--- src/rtl/multicycle_control.sv ---
// Multi-cycle MIPS control unit: Moore FSM that steps each instruction through
// FETCH/DECODE/EXEC/MEM/WB and drives the shared-memory datapath strobes and selects.
module multicycle_control #(
    parameter int                 OPCODE_W = 6,
    parameter int                 FUNCT_W  = 6,
    parameter int                 ALU_OP_W = 4,
    parameter logic [FUNCT_W-1:0] JR_FUNCT = 6'h08
) (
    input  logic                clk,
    input  logic                reset,
    input  logic [OPCODE_W-1:0] opcode_i,
    input  logic [FUNCT_W-1:0]  funct_i,
    input  logic                mem_ready_i,
    output logic                pc_write_o,
    output logic                pc_write_eq_o,
    output logic                pc_write_ne_o,
    output logic                i_or_d_o,
    output logic                mem_read_o,
    output logic                mem_write_o,
    output logic                ir_write_o,
    output logic [1:0]          reg_dst_o,
    output logic [1:0]          mem_to_reg_o,
    output logic                reg_write_o,
    output logic                alu_src_a_o,
    output logic [1:0]          alu_src_b_o,
    output logic [1:0]          pc_src_o,
    output logic [ALU_OP_W-1:0] alu_op_o,
    output logic                instr_done_o,
    output logic                illegal_o
);

    localparam logic [4:0] S_INIT     = 5'd0;
    localparam logic [4:0] S_FETCH    = 5'd1;
    localparam logic [4:0] S_DECODE   = 5'd2;
    localparam logic [4:0] S_R_EXEC   = 5'd3;
    localparam logic [4:0] S_R_WB     = 5'd4;
    localparam logic [4:0] S_I_EXEC   = 5'd5;
    localparam logic [4:0] S_I_WB     = 5'd6;
    localparam logic [4:0] S_MEM_ADDR = 5'd7;
    localparam logic [4:0] S_MEM_RD   = 5'd8;
    localparam logic [4:0] S_MEM_WB   = 5'd9;
    localparam logic [4:0] S_MEM_WR   = 5'd10;
    localparam logic [4:0] S_BEQ      = 5'd11;
    localparam logic [4:0] S_BNE      = 5'd12;
    localparam logic [4:0] S_JUMP     = 5'd13;
    localparam logic [4:0] S_JAL      = 5'd14;
    localparam logic [4:0] S_JR       = 5'd15;

    localparam logic [OPCODE_W-1:0] OP_RTYPE = OPCODE_W'(6'h00);
    localparam logic [OPCODE_W-1:0] OP_J     = OPCODE_W'(6'h02);
    localparam logic [OPCODE_W-1:0] OP_JAL   = OPCODE_W'(6'h03);
    localparam logic [OPCODE_W-1:0] OP_BEQ   = OPCODE_W'(6'h04);
    localparam logic [OPCODE_W-1:0] OP_BNE   = OPCODE_W'(6'h05);
    localparam logic [OPCODE_W-1:0] OP_ADDI  = OPCODE_W'(6'h08);
    localparam logic [OPCODE_W-1:0] OP_ANDI  = OPCODE_W'(6'h0C);
    localparam logic [OPCODE_W-1:0] OP_ORI   = OPCODE_W'(6'h0D);
    localparam logic [OPCODE_W-1:0] OP_LUI   = OPCODE_W'(6'h0F);
    localparam logic [OPCODE_W-1:0] OP_LW    = OPCODE_W'(6'h23);
    localparam logic [OPCODE_W-1:0] OP_SW    = OPCODE_W'(6'h2B);

    localparam logic [3:0] ALU_ORI  = 4'd1;
    localparam logic [3:0] ALU_LUI  = 4'd2;
    localparam logic [3:0] ALU_ANDI = 4'd3;
    localparam logic [3:0] ALU_ADD  = 4'd4;
    localparam logic [3:0] ALU_MEM  = 4'd5;
    localparam logic [3:0] ALU_BEQ  = 4'd6;
    localparam logic [3:0] ALU_R    = 4'd7;
    localparam logic [3:0] ALU_BNE  = 4'd8;

    logic [4:0] state_q;
    logic [4:0] state_d;
    logic [3:0] i_alu_q;
    logic [3:0] i_alu_d;
    logic [3:0] alu_code_s;

    // S_FETCH from DECODE means "unsupported opcode"; the illegal flag keys off it.
    function automatic logic [4:0] decode_target(input logic [OPCODE_W-1:0] op,
                                                 input logic [FUNCT_W-1:0]  fn);
        logic [4:0] tgt;
        case (op)
            OP_RTYPE: begin
                if (fn == JR_FUNCT) begin
                    tgt = S_JR;
                end else begin
                    tgt = S_R_EXEC;
                end
            end
            OP_ADDI, OP_ORI, OP_LUI, OP_ANDI: tgt = S_I_EXEC;
            OP_LW, OP_SW:                     tgt = S_MEM_ADDR;
            OP_BEQ:                           tgt = S_BEQ;
            OP_BNE:                           tgt = S_BNE;
            OP_J:                             tgt = S_JUMP;
            OP_JAL:                           tgt = S_JAL;
            default:                          tgt = S_FETCH;
        endcase
        return tgt;
    endfunction

    function automatic logic [3:0] i_alu_code(input logic [OPCODE_W-1:0] op);
        logic [3:0] code;
        case (op)
            OP_ADDI: code = ALU_ADD;
            OP_ORI:  code = ALU_ORI;
            OP_LUI:  code = ALU_LUI;
            OP_ANDI: code = ALU_ANDI;
            default: code = 4'd0;
        endcase
        return code;
    endfunction

    // State register and I-type ALU code captured at DECODE, cleared asynchronously.
    always_ff @(posedge clk or negedge reset) begin
        if (!reset) begin
            state_q <= S_INIT;
            i_alu_q <= 4'd0;
        end else begin
            state_q <= state_d;
            i_alu_q <= i_alu_d;
        end
    end

    // I-type ALU code so I_EXEC drives alu_op from registered state only.
    always_comb begin
        if (state_q == S_DECODE) begin
            i_alu_d = i_alu_code(opcode_i);
        end else begin
            i_alu_d = i_alu_q;
        end
    end

    // Next-state sequencing; memory states hold until mem_ready_i.
    always_comb begin
        state_d = S_INIT;
        case (state_q)
            S_INIT:   state_d = S_FETCH;
            S_FETCH: begin
                if (mem_ready_i) begin
                    state_d = S_DECODE;
                end else begin
                    state_d = S_FETCH;
                end
            end
            S_DECODE: state_d = decode_target(opcode_i, funct_i);
            S_R_EXEC: state_d = S_R_WB;
            S_I_EXEC: state_d = S_I_WB;
            S_MEM_ADDR: begin
                if (opcode_i == OP_SW) begin
                    state_d = S_MEM_WR;
                end else begin
                    state_d = S_MEM_RD;
                end
            end
            S_MEM_RD: begin
                if (mem_ready_i) begin
                    state_d = S_MEM_WB;
                end else begin
                    state_d = S_MEM_RD;
                end
            end
            S_MEM_WR: begin
                if (mem_ready_i) begin
                    state_d = S_FETCH;
                end else begin
                    state_d = S_MEM_WR;
                end
            end
            S_R_WB, S_I_WB, S_MEM_WB, S_BEQ, S_BNE, S_JUMP, S_JAL, S_JR: state_d = S_FETCH;
            default:  state_d = S_INIT;
        endcase
    end

    // Moore output decode; FETCH/MEM_WR gate strobes on mem_ready_i, DECODE flags illegal opcodes.
    always_comb begin
        pc_write_o    = 1'b0;
        pc_write_eq_o = 1'b0;
        pc_write_ne_o = 1'b0;
        i_or_d_o      = 1'b0;
        mem_read_o    = 1'b0;
        mem_write_o   = 1'b0;
        ir_write_o    = 1'b0;
        reg_dst_o     = 2'd0;
        mem_to_reg_o  = 2'd0;
        reg_write_o   = 1'b0;
        alu_src_a_o   = 1'b0;
        alu_src_b_o   = 2'd0;
        pc_src_o      = 2'd0;
        alu_code_s    = 4'd0;
        instr_done_o  = 1'b0;
        illegal_o     = 1'b0;
        case (state_q)
            S_FETCH: begin
                mem_read_o  = 1'b1;
                alu_src_b_o = 2'd1;
                alu_code_s  = ALU_ADD;
                ir_write_o  = mem_ready_i;
                pc_write_o  = mem_ready_i;
            end
            S_DECODE: begin
                alu_src_b_o = 2'd3;
                alu_code_s  = ALU_ADD;
                illegal_o   = (decode_target(opcode_i, funct_i) == S_FETCH);
            end
            S_R_EXEC: begin
                alu_src_a_o = 1'b1;
                alu_code_s  = ALU_R;
            end
            S_R_WB: begin
                reg_dst_o    = 2'd1;
                reg_write_o  = 1'b1;
                instr_done_o = 1'b1;
            end
            S_I_EXEC: begin
                alu_src_a_o = 1'b1;
                alu_src_b_o = 2'd2;
                alu_code_s  = i_alu_q;
            end
            S_I_WB: begin
                reg_write_o  = 1'b1;
                instr_done_o = 1'b1;
            end
            S_MEM_ADDR: begin
                alu_src_a_o = 1'b1;
                alu_src_b_o = 2'd2;
                alu_code_s  = ALU_MEM;
            end
            S_MEM_RD: begin
                mem_read_o = 1'b1;
                i_or_d_o   = 1'b1;
            end
            S_MEM_WB: begin
                mem_to_reg_o = 2'd1;
                reg_write_o  = 1'b1;
                instr_done_o = 1'b1;
            end
            S_MEM_WR: begin
                mem_write_o  = 1'b1;
                i_or_d_o     = 1'b1;
                instr_done_o = mem_ready_i;
            end
            S_BEQ: begin
                alu_src_a_o   = 1'b1;
                alu_code_s    = ALU_BEQ;
                pc_src_o      = 2'd1;
                pc_write_eq_o = 1'b1;
                instr_done_o  = 1'b1;
            end
            S_BNE: begin
                alu_src_a_o   = 1'b1;
                alu_code_s    = ALU_BNE;
                pc_src_o      = 2'd1;
                pc_write_ne_o = 1'b1;
                instr_done_o  = 1'b1;
            end
            S_JUMP: begin
                pc_src_o     = 2'd2;
                pc_write_o   = 1'b1;
                instr_done_o = 1'b1;
            end
            S_JAL: begin
                reg_dst_o    = 2'd2;
                mem_to_reg_o = 2'd2;
                reg_write_o  = 1'b1;
                pc_src_o     = 2'd2;
                pc_write_o   = 1'b1;
                instr_done_o = 1'b1;
            end
            S_JR: begin
                pc_src_o     = 2'd3;
                pc_write_o   = 1'b1;
                instr_done_o = 1'b1;
            end
            default: begin
                alu_code_s = 4'd0;
            end
        endcase
        alu_op_o = ALU_OP_W'(alu_code_s);
    end

endmodule
--- config.mk ---
export PLATFORM = sky130hd
export DESIGN_NAME = multicycle_control
export DESIGN_NICKNAME = d
export VERILOG_FILES = /design/src/rtl/multicycle_control.sv
export SDC_FILE = /design/constraint.sdc
export NUM_CORES = 1
export LEC_CHECK = 0
export BUFFER_PORTS_ARGS = -buffer_cell sky130_fd_sc_hd__buf_2
export CAP_MARGIN = 5
export CORE_MARGIN = 2
export CORE_UTILIZATION = 51
export CTS_BUF_LIST = sky130_fd_sc_hd__clkbuf_2 sky130_fd_sc_hd__clkbuf_4 sky130_fd_sc_hd__clkbuf_8
export DETAILED_ROUTE_END_ITERATION = 12
export PLACE_DENSITY = 0.95
export SYNTH_ARGS = -nofsm -noshare
export SYNTH_HDL_FRONTEND = slang
export SYNTH_SLANG_ARGS = --single-unit
--- constraint.sdc ---
create_clock -name clk -period 3.6 [get_ports clk]
set_clock_uncertainty 0.1 [all_clocks]
set_input_delay 0.72 -clock clk [delete_from_list [all_inputs] [get_ports clk]]
set_output_delay 0.72 -clock clk [all_outputs]
set_load 0.1 [all_outputs]
After elaboration in Yosys (flattened, before gate mapping). Index checks and enable logic that the tools add are counted.

Register bits after elaboration: 9.

Reductions and logical operators: 15. Muxes and demuxes: 25. Eq/ne operators: 27.

Operators with widths (count): $eq A5 B4 Y1 const B (8); $pmux W5 S8 (1); $eq A6 B4 Y1 const B (5); $pmux W4 S7 (1); $pmux W4 S6 (1); $eq A5 B3 Y1 const B (4); $reduce_or A2 Y1 (7); $eq A6 B2 Y1 const B (2); $eq A6 B3 Y1 const B (2); $eq A6 B6 Y1 const B (2); $pmux W2 S3 (2); $pmux W3 S4 (1); $eq A5 B1 Y1 const B (2); $eq A5 B2 Y1 const B (2); $mux W1 (10); $reduce_or A9 Y1 (1); $mux W4 (2); $pmux W2 S2 (2); $reduce_or A4 Y1 (2); $reduce_or A8 Y1 (1); $logic_not A6 Y1 (1); $logic_not A5 Y1 (1); $mux W5 (1); $reduce_or A5 Y1 (1); other kinds (3) (5).

Logic depth before layout (Yosys ltp). Gate-level depths: netlist of run 1.

Depth after elaboration: 6. Depth in mapped cells: 6. Mapped depth without buffers: 5.

Worst setup path before layout of run 1. OpenSTA, ideal clock, no wires.

Path type: register to output. Start: reg state_q[2]. End: out alu_src_a_o. Arrival: 3.716 ns. Slack: -0.936 ns. Cell stages (with the launch flop): 5. Cell sequence: dfrtp_1 clkbuf_1 nand2_1 nor3_1 nand2b_1.

Cells in the longest elaborated chain, start to end: 3. Elaborated cells between the ends (all ways): 7.

RTL lines: start, declared (line 70) `logic [4:0] state_q;`; start signal, assigned (line 117) `state_q <= state_d;`; $eq A5 B3 Y1, or another cell as far along (line 190) `case (state_q)`; $reduce_or A5 Y1 (no source line) (*); $mux W1 (*) (line 190); end, declared (line 24) `output logic alu_src_a_o,`.

Every way passes the cells marked *; elsewhere a longest branch is shown, timed or not.

Final worst setup path of run 1.
Start: reg state_q[2]. End: out illegal_o.

Cells in the longest elaborated chain, start to end: 2.

RTL lines: $eq A5 B2 Y1 (line 190); $mux W1 (line 190); end, declared (line 29) `output logic illegal_o`.

No other way between the ends.

==> flow_summary.toml, run 1 <==
[route]
drc_violations = 0
initial_drc_count = 31
routed_via_density = 5.92
routedWlPerCell_um = 13.3
num_vias = 977
antenna_left = 0
detailedRoute.firstPassIterationCount = 4
wirelength_mm = 2.20

[global_route]
grt_start_max_net_pins = 21
global_route.overflow_total = 0
globalRouteMet1Util = 0.302
use_met2 = 0.441
grt_use_total = 0.245
via_count_of_the_first_global_routing_pass = 867
grt_busiest_layer = "met2"
globalRouteMet3Util = 0.0167
first_pass_grt_wire_length_mm = 3.64
antenna_found_initial = 0

[place]
post-dp-hpwl_mm = 1.72
place_congestion = 0.832
worst_setup_slack_after_placement_ns = 0.647
port_bufs = 37
placed_cells = 161

[clock_network]
cts.reportedPaths.clkPinSlew_ns = 0.05
tritoncts = "done"
clock_buffer_count_from_cts = 3
clkLatencyLatePin_ns = 0.25
cts.sinks = 7
cts_buffer_depth = 2
cts_resized = 0
ctsHtreeMaxLevel = 1
cts.hold.buffers_added = 0
postCtsSetupRepairBufs = 0
clock-root-buffer = "sky130_fd_sc_hd__clkbuf_4"

[worst_hold_path]
hold_path.class = "input pin to asynchronous set/reset pin"

[layout]
num_antenna_cells = 0
layoutNonFillerInstCount = 165
post_route_cells_drive_above_1_share = 0.336
fin_nets = 165
fill_cells = 135
area_growth_syn_to_layout_pct = 24.8

[setup_path]
reg2reg_slack_ns = 1.92
max_incr_delay_on_cp_ns = 0.56
r2r_end = "state_q[1]$_DFF_PN0_"
worst_path_dominant_cell_family = "simple AND/OR/NAND/NOR gates"
worst-path-max-fanout = 18
setup.worst_path.class = "flop to output port"
reg2regPathDepth = 5
worstPathRequired_ns = 2.78
cpMaxStageDelayCell = "sky130_fd_sc_hd__dfrtp_1"
cp_num_buf_inv = 1
path_cells = "or3_1, nor3_1, and3b_1, buf_2"
critPathCaptureType = "output port"
cp.arrival_ns = 2.14
worst_setup_path_start_kind = "flop"
worst_r2r_start = "state_q[3]$_DFF_PN0_"

[synthesis]
number_of_enable_type_register_cells_in_the_synthesized_netlist = 0
ff_latch_count_synth = 7
share_of_flip_flops_with_an_asynchronous_set_or_reset_after_synthesis = 1.00
synthesis.area_um2 = 808
synth_flop_cell = "sky130_fd_sc_hd__dfrtp_1"
yosys_warnings = 0
ys_types = 38
postSynthAreaPerCell_um2 = 6.79
syn_nets = 134
register_area_share_after_synthesis = 0.217
mapped_cells = 119

[timing]
maxSlewViolCount = 0
timing.final.crit_period_ns = 2.96
finalWorstSetupSlack_ns = 0.638
worstMarginPinSlew_ns = 0.501
hold_viol = 0
final_min_period_over_clock_period = 0.823
max-slew-margin-rel = 0.666
unrepaired_setup_endpoints_after_global_routing = "no"
max_freq_mhz = 338
setup_viol_count_final = 0

[die]
die_height_um = 43.8
start_util = 0.543
row_count = 14
fp.dieW_um = 43.8
floorplan.core_area_um2 = 1490
ioPinCount = 38
die_area_um2 = 1920

[status]
run_status = "completed"

[job]
drv.max_cap_violation_count = 0
==> flip-flops by register name, summed over array words and instances, names as in the netlist <==
| register | cells |
|---|---|
| state_q | 4 |
| i_alu_q | 3 |
==> layer usage <==
layer	up-vias	part of all wire
met4	0	0
met2	44	0.54
li1	477	-
met3	0	0.068
met1	456	0.39
met5	-	0
==> cells in the final DEF (no fill, tap or decap), types with 3 or more instances in the layout <==
cell type,n
sky130_fd_sc_hd__nor2b_1,4
sky130_fd_sc_hd__nand2_1,13
sky130_fd_sc_hd__clkbuf_4,4
sky130_fd_sc_hd__buf_2,37
sky130_fd_sc_hd__o21ai_0,8
sky130_fd_sc_hd__o21a_1,4
sky130_fd_sc_hd__nor2_1,16
sky130_fd_sc_hd__nor3_2,3
sky130_fd_sc_hd__dfrtp_1,7
sky130_fd_sc_hd__a21oi_1,6
sky130_fd_sc_hd__o211ai_1,3
sky130_fd_sc_hd__nor3_1,4
sky130_fd_sc_hd__or3_1,3
sky130_fd_sc_hd__nand2b_1,3
sky130_fd_sc_hd__inv_1,4
==> synthesized netlist by cell type (all sizes together) (3+ instances only) <==
| master | number | area (um2) |
|---|---|---|
| clkbuf | 6 | 23.8 |
| nor2b | 4 | 25.0 |
| nand2 | 13 | 48.8 |
| nor2 | 16 | 60.1 |
| o21ai | 10 | 50.0 |
| o21a | 4 | 30.0 |
| nor3 | 7 | 35.0 |
| buf | 7 | 46.3 |
| a21oi | 6 | 30.0 |
| nand2b | 4 | 32.5 |
| or3 | 3 | 18.8 |
| dfrtp | 7 | 175 |
| inv | 4 | 15.0 |
| o211ai | 3 | 22.5 |
==> per-stage QoR <==
stage	TNS, ns	util	hold WS (ns)	instance area (um2)
floorplan	-0.0157	-	0.324	828
global placement	0	0.657	0.389	978
detailed placement	0	0.657	0.395	978
CTS	0	0.677	0.183	1010
global route	0	0.677	0.196	1010
finish	0	0.677	0.185	1010
==> worst reg2reg max path: cells and delay by family, from the launching register on <==
family	cells	cell delay, ns
compound gates	1	0.29
flops	1	0.55
buf+inv	1	0.20
simple gates	3	0.42
==> cell families (layout without fill, tap and decap cells) <==
group,after synthesis,in the layout,share of synthesized area
AO/OA/AOI/OAI,32,32,0.262
XOR/XNOR,3,3,0.0325
buffers and inverters,17,47,0.105
flip-flops,7,7,0.217
AND/OR/NAND/NOR,60,60,0.384
==> how the worst max path moves through the flow <==
stage / cells past startpoint / start / slack (ns) / end
after floorplan: 3 / state_q[2]$_DFF_PN0_ / -0.01 / i_or_d_o
after global placement: 7 / opcode_i[2] / 0.68 / illegal_o
after detailed placement: 7 / opcode_i[1] / 0.65 / illegal_o
after CTS: 4 / state_q[2]$_DFF_PN0_ / 0.65 / illegal_o
after global routing: 4 / state_q[2]$_DFF_PN0_ / 0.54 / illegal_o
final: 4 / state_q[2]$_DFF_PN0_ / 0.64 / illegal_o
==> cell type report <==
cell class                      count  area [um2]  area share
Clock buffer                        4        30.0      0.0298
Inverter                            4        15.0      0.0149
Multi-Input combinational cell     95         568       0.563
Sequential cell                     7         175       0.174
Tap cell                           16        20.0      0.0199
Timing Repair Buffer               39         200       0.199
Power of run 1 is left out: the tool's default activity adds up to more than one toggle a clock period on the data nets, which glitch-free logic cannot reach.
==> run 2, diff against run 1 <==
--- a/config.mk
+++ b/config.mk
@@ -8,10 +8,10 @@
 export BUFFER_PORTS_ARGS = -buffer_cell sky130_fd_sc_hd__buf_2
 export CAP_MARGIN = 5
 export CORE_MARGIN = 2
-export CORE_UTILIZATION = 51
+export CORE_UTILIZATION = 43
 export CTS_BUF_LIST = sky130_fd_sc_hd__clkbuf_2 sky130_fd_sc_hd__clkbuf_4 sky130_fd_sc_hd__clkbuf_8
 export DETAILED_ROUTE_END_ITERATION = 12
-export PLACE_DENSITY = 0.95
+export PLACE_DENSITY = 0.87
 export SYNTH_ARGS = -nofsm -noshare
 export SYNTH_HDL_FRONTEND = slang
 export SYNTH_SLANG_ARGS = --single-unit
==> constraint.sdc (replaced) <==
create_clock -name clk -period 2.6 [get_ports clk]
set_clock_uncertainty 0.1 [all_clocks]
set_input_delay 0.52 -clock clk [delete_from_list [all_inputs] [get_ports clk]]
set_output_delay 0.52 -clock clk [all_outputs]
set_load 0.1 [all_outputs]
==> run 2 against run 1 <==
Effect of this change:
- first-iteration DRC count shrank 13%
- sequential share of layout area shrank 2.2 points
- global-route usage shrank 1.1 points
- clock-buffer cell count is the same
- hold slack gained 0.22 ns
- non-clock buffer count grew 5
- register-to-register slack lost 0.93 ns
- die area grew 17%
- utilization is essentially flat
- via count grew 3.6%
- wire length grew 4.0%
- critical endpoint unchanged
- largest cell class unchanged
==> flow_summary.toml, run 2 (same netlist as run 1, synthesis figures left out) <==
[timing]
worstMarginPinSlew_ns = 0.493
finalWorstSetupSlack_ns = 0.164
unrepaired_setup_endpoints_after_global_routing = "no"
max-slew-margin-rel = 0.673
maxSlewViolCount = 0
timing.final.crit_period_ns = 2.44
final_min_period_over_clock_period = 0.937
setup_viol_count_final = 0
hold_viol = 0
max_freq_mhz = 410
fin_setup_tns_ns = 0

[status]
run_status = "completed"

[layout]
commonest_cells_after_routing_fill_and_taps_aside = "33 x sky130_fd_sc_hd__buf_2, 13 x sky130_fd_sc_hd__nand2_1, 10 x sky130_fd_sc_hd__nor2_1"
num_antenna_cells = 0
multi_input_area_um2 = 627
fill_cells = 147
ff_latch_area_um2 = 179
post_route_cells_drive_above_1_share = 0.455
fin_nets = 170
reg.largest.list = "state_q x4, i_alu_q x3"
largest_register_ffs = 4
layout.cells.most_common = "sky130_fd_sc_hd__buf_2"
area_growth_syn_to_layout_pct = 46.3
largest_register = "state_q"

[place]
port_bufs = 37
place_congestion = 0.860
worst_setup_slack_after_placement_ns = 0.173
post-dp-hpwl_mm = 1.87

[setup_path]
max_incr_delay_on_cp_ns = 0.39
critPathCaptureType = "output port"
setup.worst_path.class = "input pin to output port"
cp.arrival_ns = 1.82
worst_setup_path_start_kind = "input pin"
reg2regPathDepth = 4
reg2reg_slack_ns = 0.99
startpoint = "opcode_i[2]"
worst_r2r_start = "state_q[1]$_DFF_PN0_"
cpMaxStageDelayCell = "sky130_fd_sc_hd__nor4_1"
crit_cells = 7
worstPathRequired_ns = 1.98
crit_end = "illegal_o"
worst-path-max-fanout = 8
r2r_end = "i_alu_q[2]$_DFFE_PN0P_"
path_cells = "buf_2, nor4_1, nand2_1, o21ai_1, nor3_1, and3b_2, buf_12"
worst_path_dominant_cell_family = "simple AND/OR/NAND/NOR gates"
cp_num_buf_inv = 2

[route]
num_vias = 1012
initial_drc_count = 27
routedWlPerCell_um = 12.8
routed_via_density = 5.65
wirelength_mm = 2.28
antenna_left = 0
detailedRoute.firstPassIterationCount = 4
drc_violations = 0

[die]
row_count = 15
die_height_um = 47.4
ioPinCount = 38
floorplan.core_area_um2 = 1750
fp.dieW_um = 47.4
start_util = 0.463
die_area_um2 = 2240

[global_route]
global_route.overflow_total = 0
grt_use_total = 0.234
first_pass_grt_wire_length_mm = 3.79
antenna_found_initial = 0
grt_start_max_net_pins = 16
via_count_of_the_first_global_routing_pass = 921

[clock_network]
cts_buffer_depth = 2
clock-root-buffer = "sky130_fd_sc_hd__clkbuf_4"
tritoncts = "done"
cts.sinks = 7
cts.reportedPaths.clkPinSlew_ns = 0.05
clock_buffer_count_from_cts = 3
ctsHtreeMaxLevel = 1
clkLatencyLatePin_ns = 0.25

[worst_hold_path]
hold_path.class = "flop to flop"

[job]
drv.max_cap_violation_count = 0
[run 2: timing repair]
item                                   4_1_cts  5_1_grt
resized for setup                            0        3
hold buffers                                 1        0
setup endpoints to repair                    0        3
setup buffers                                0        0
endpoints found under the hold margin        7        0
[run 2: worst min path at each step]
stage | end | cells past startpoint | slack, ns | startpoint
2_1_floorplan | i_alu_q[0]$_DFFE_PN0P_ | 0 | 0.12 | reset
3_3_place_gp | i_alu_q[1]$_DFFE_PN0P_ | 1 | 0.25 | reset
3_5_place_dp | i_alu_q[1]$_DFFE_PN0P_ | 1 | 0.25 | reset
4_1_cts | i_alu_q[2]$_DFFE_PN0P_ | 2 | 0.40 | i_alu_q[2]$_DFFE_PN0P_
5_1_grt | i_alu_q[0]$_DFFE_PN0P_ | 2 | 0.43 | i_alu_q[0]$_DFFE_PN0P_
6_report | i_alu_q[1]$_DFFE_PN0P_ | 2 | 0.40 | i_alu_q[1]$_DFFE_PN0P_
[run 2: worst register-to-register path, delay by kind of cell, from the launching register on]
| family | cells | cell delay, ns |
|---|---|---|
| flip-flops | 1 | 0.50 |
| AO/OA/AOI/OAI | 1 | 0.27 |
| AND/OR/NAND/NOR | 2 | 0.48 |
| buffers and inverters | 1 | 0.17 |
[run 2: metal layers]
layer  vias up  track usage  routed length, um
met4         0       0.0667                 22
li1        487            -                  -
met1       465        0.283                866
met3         4       0.0423                169
met5         -            0                  0
met2        56        0.419               1220
[run 2: area by class of cell]
type                            count  area share
Timing Repair Buffer               44       0.254
Sequential cell                     7       0.151
Inverter                            4      0.0127
Clock buffer                        4      0.0254
Tap cell                           25      0.0265
Multi-Input combinational cell     95       0.530
[run 2: metrics by stage]
stage	cells	area, um2	util	hold WS (ns)
floorplan	119	887	-	0.124
global placement	174	1140	0.652	0.253
detailed placement	174	1140	0.652	0.254
CTS	179	1180	0.675	0.404
global route	179	1180	0.677	0.431
finish	179	1180	0.677	0.401
Power of run 2 is left out for the same reason.
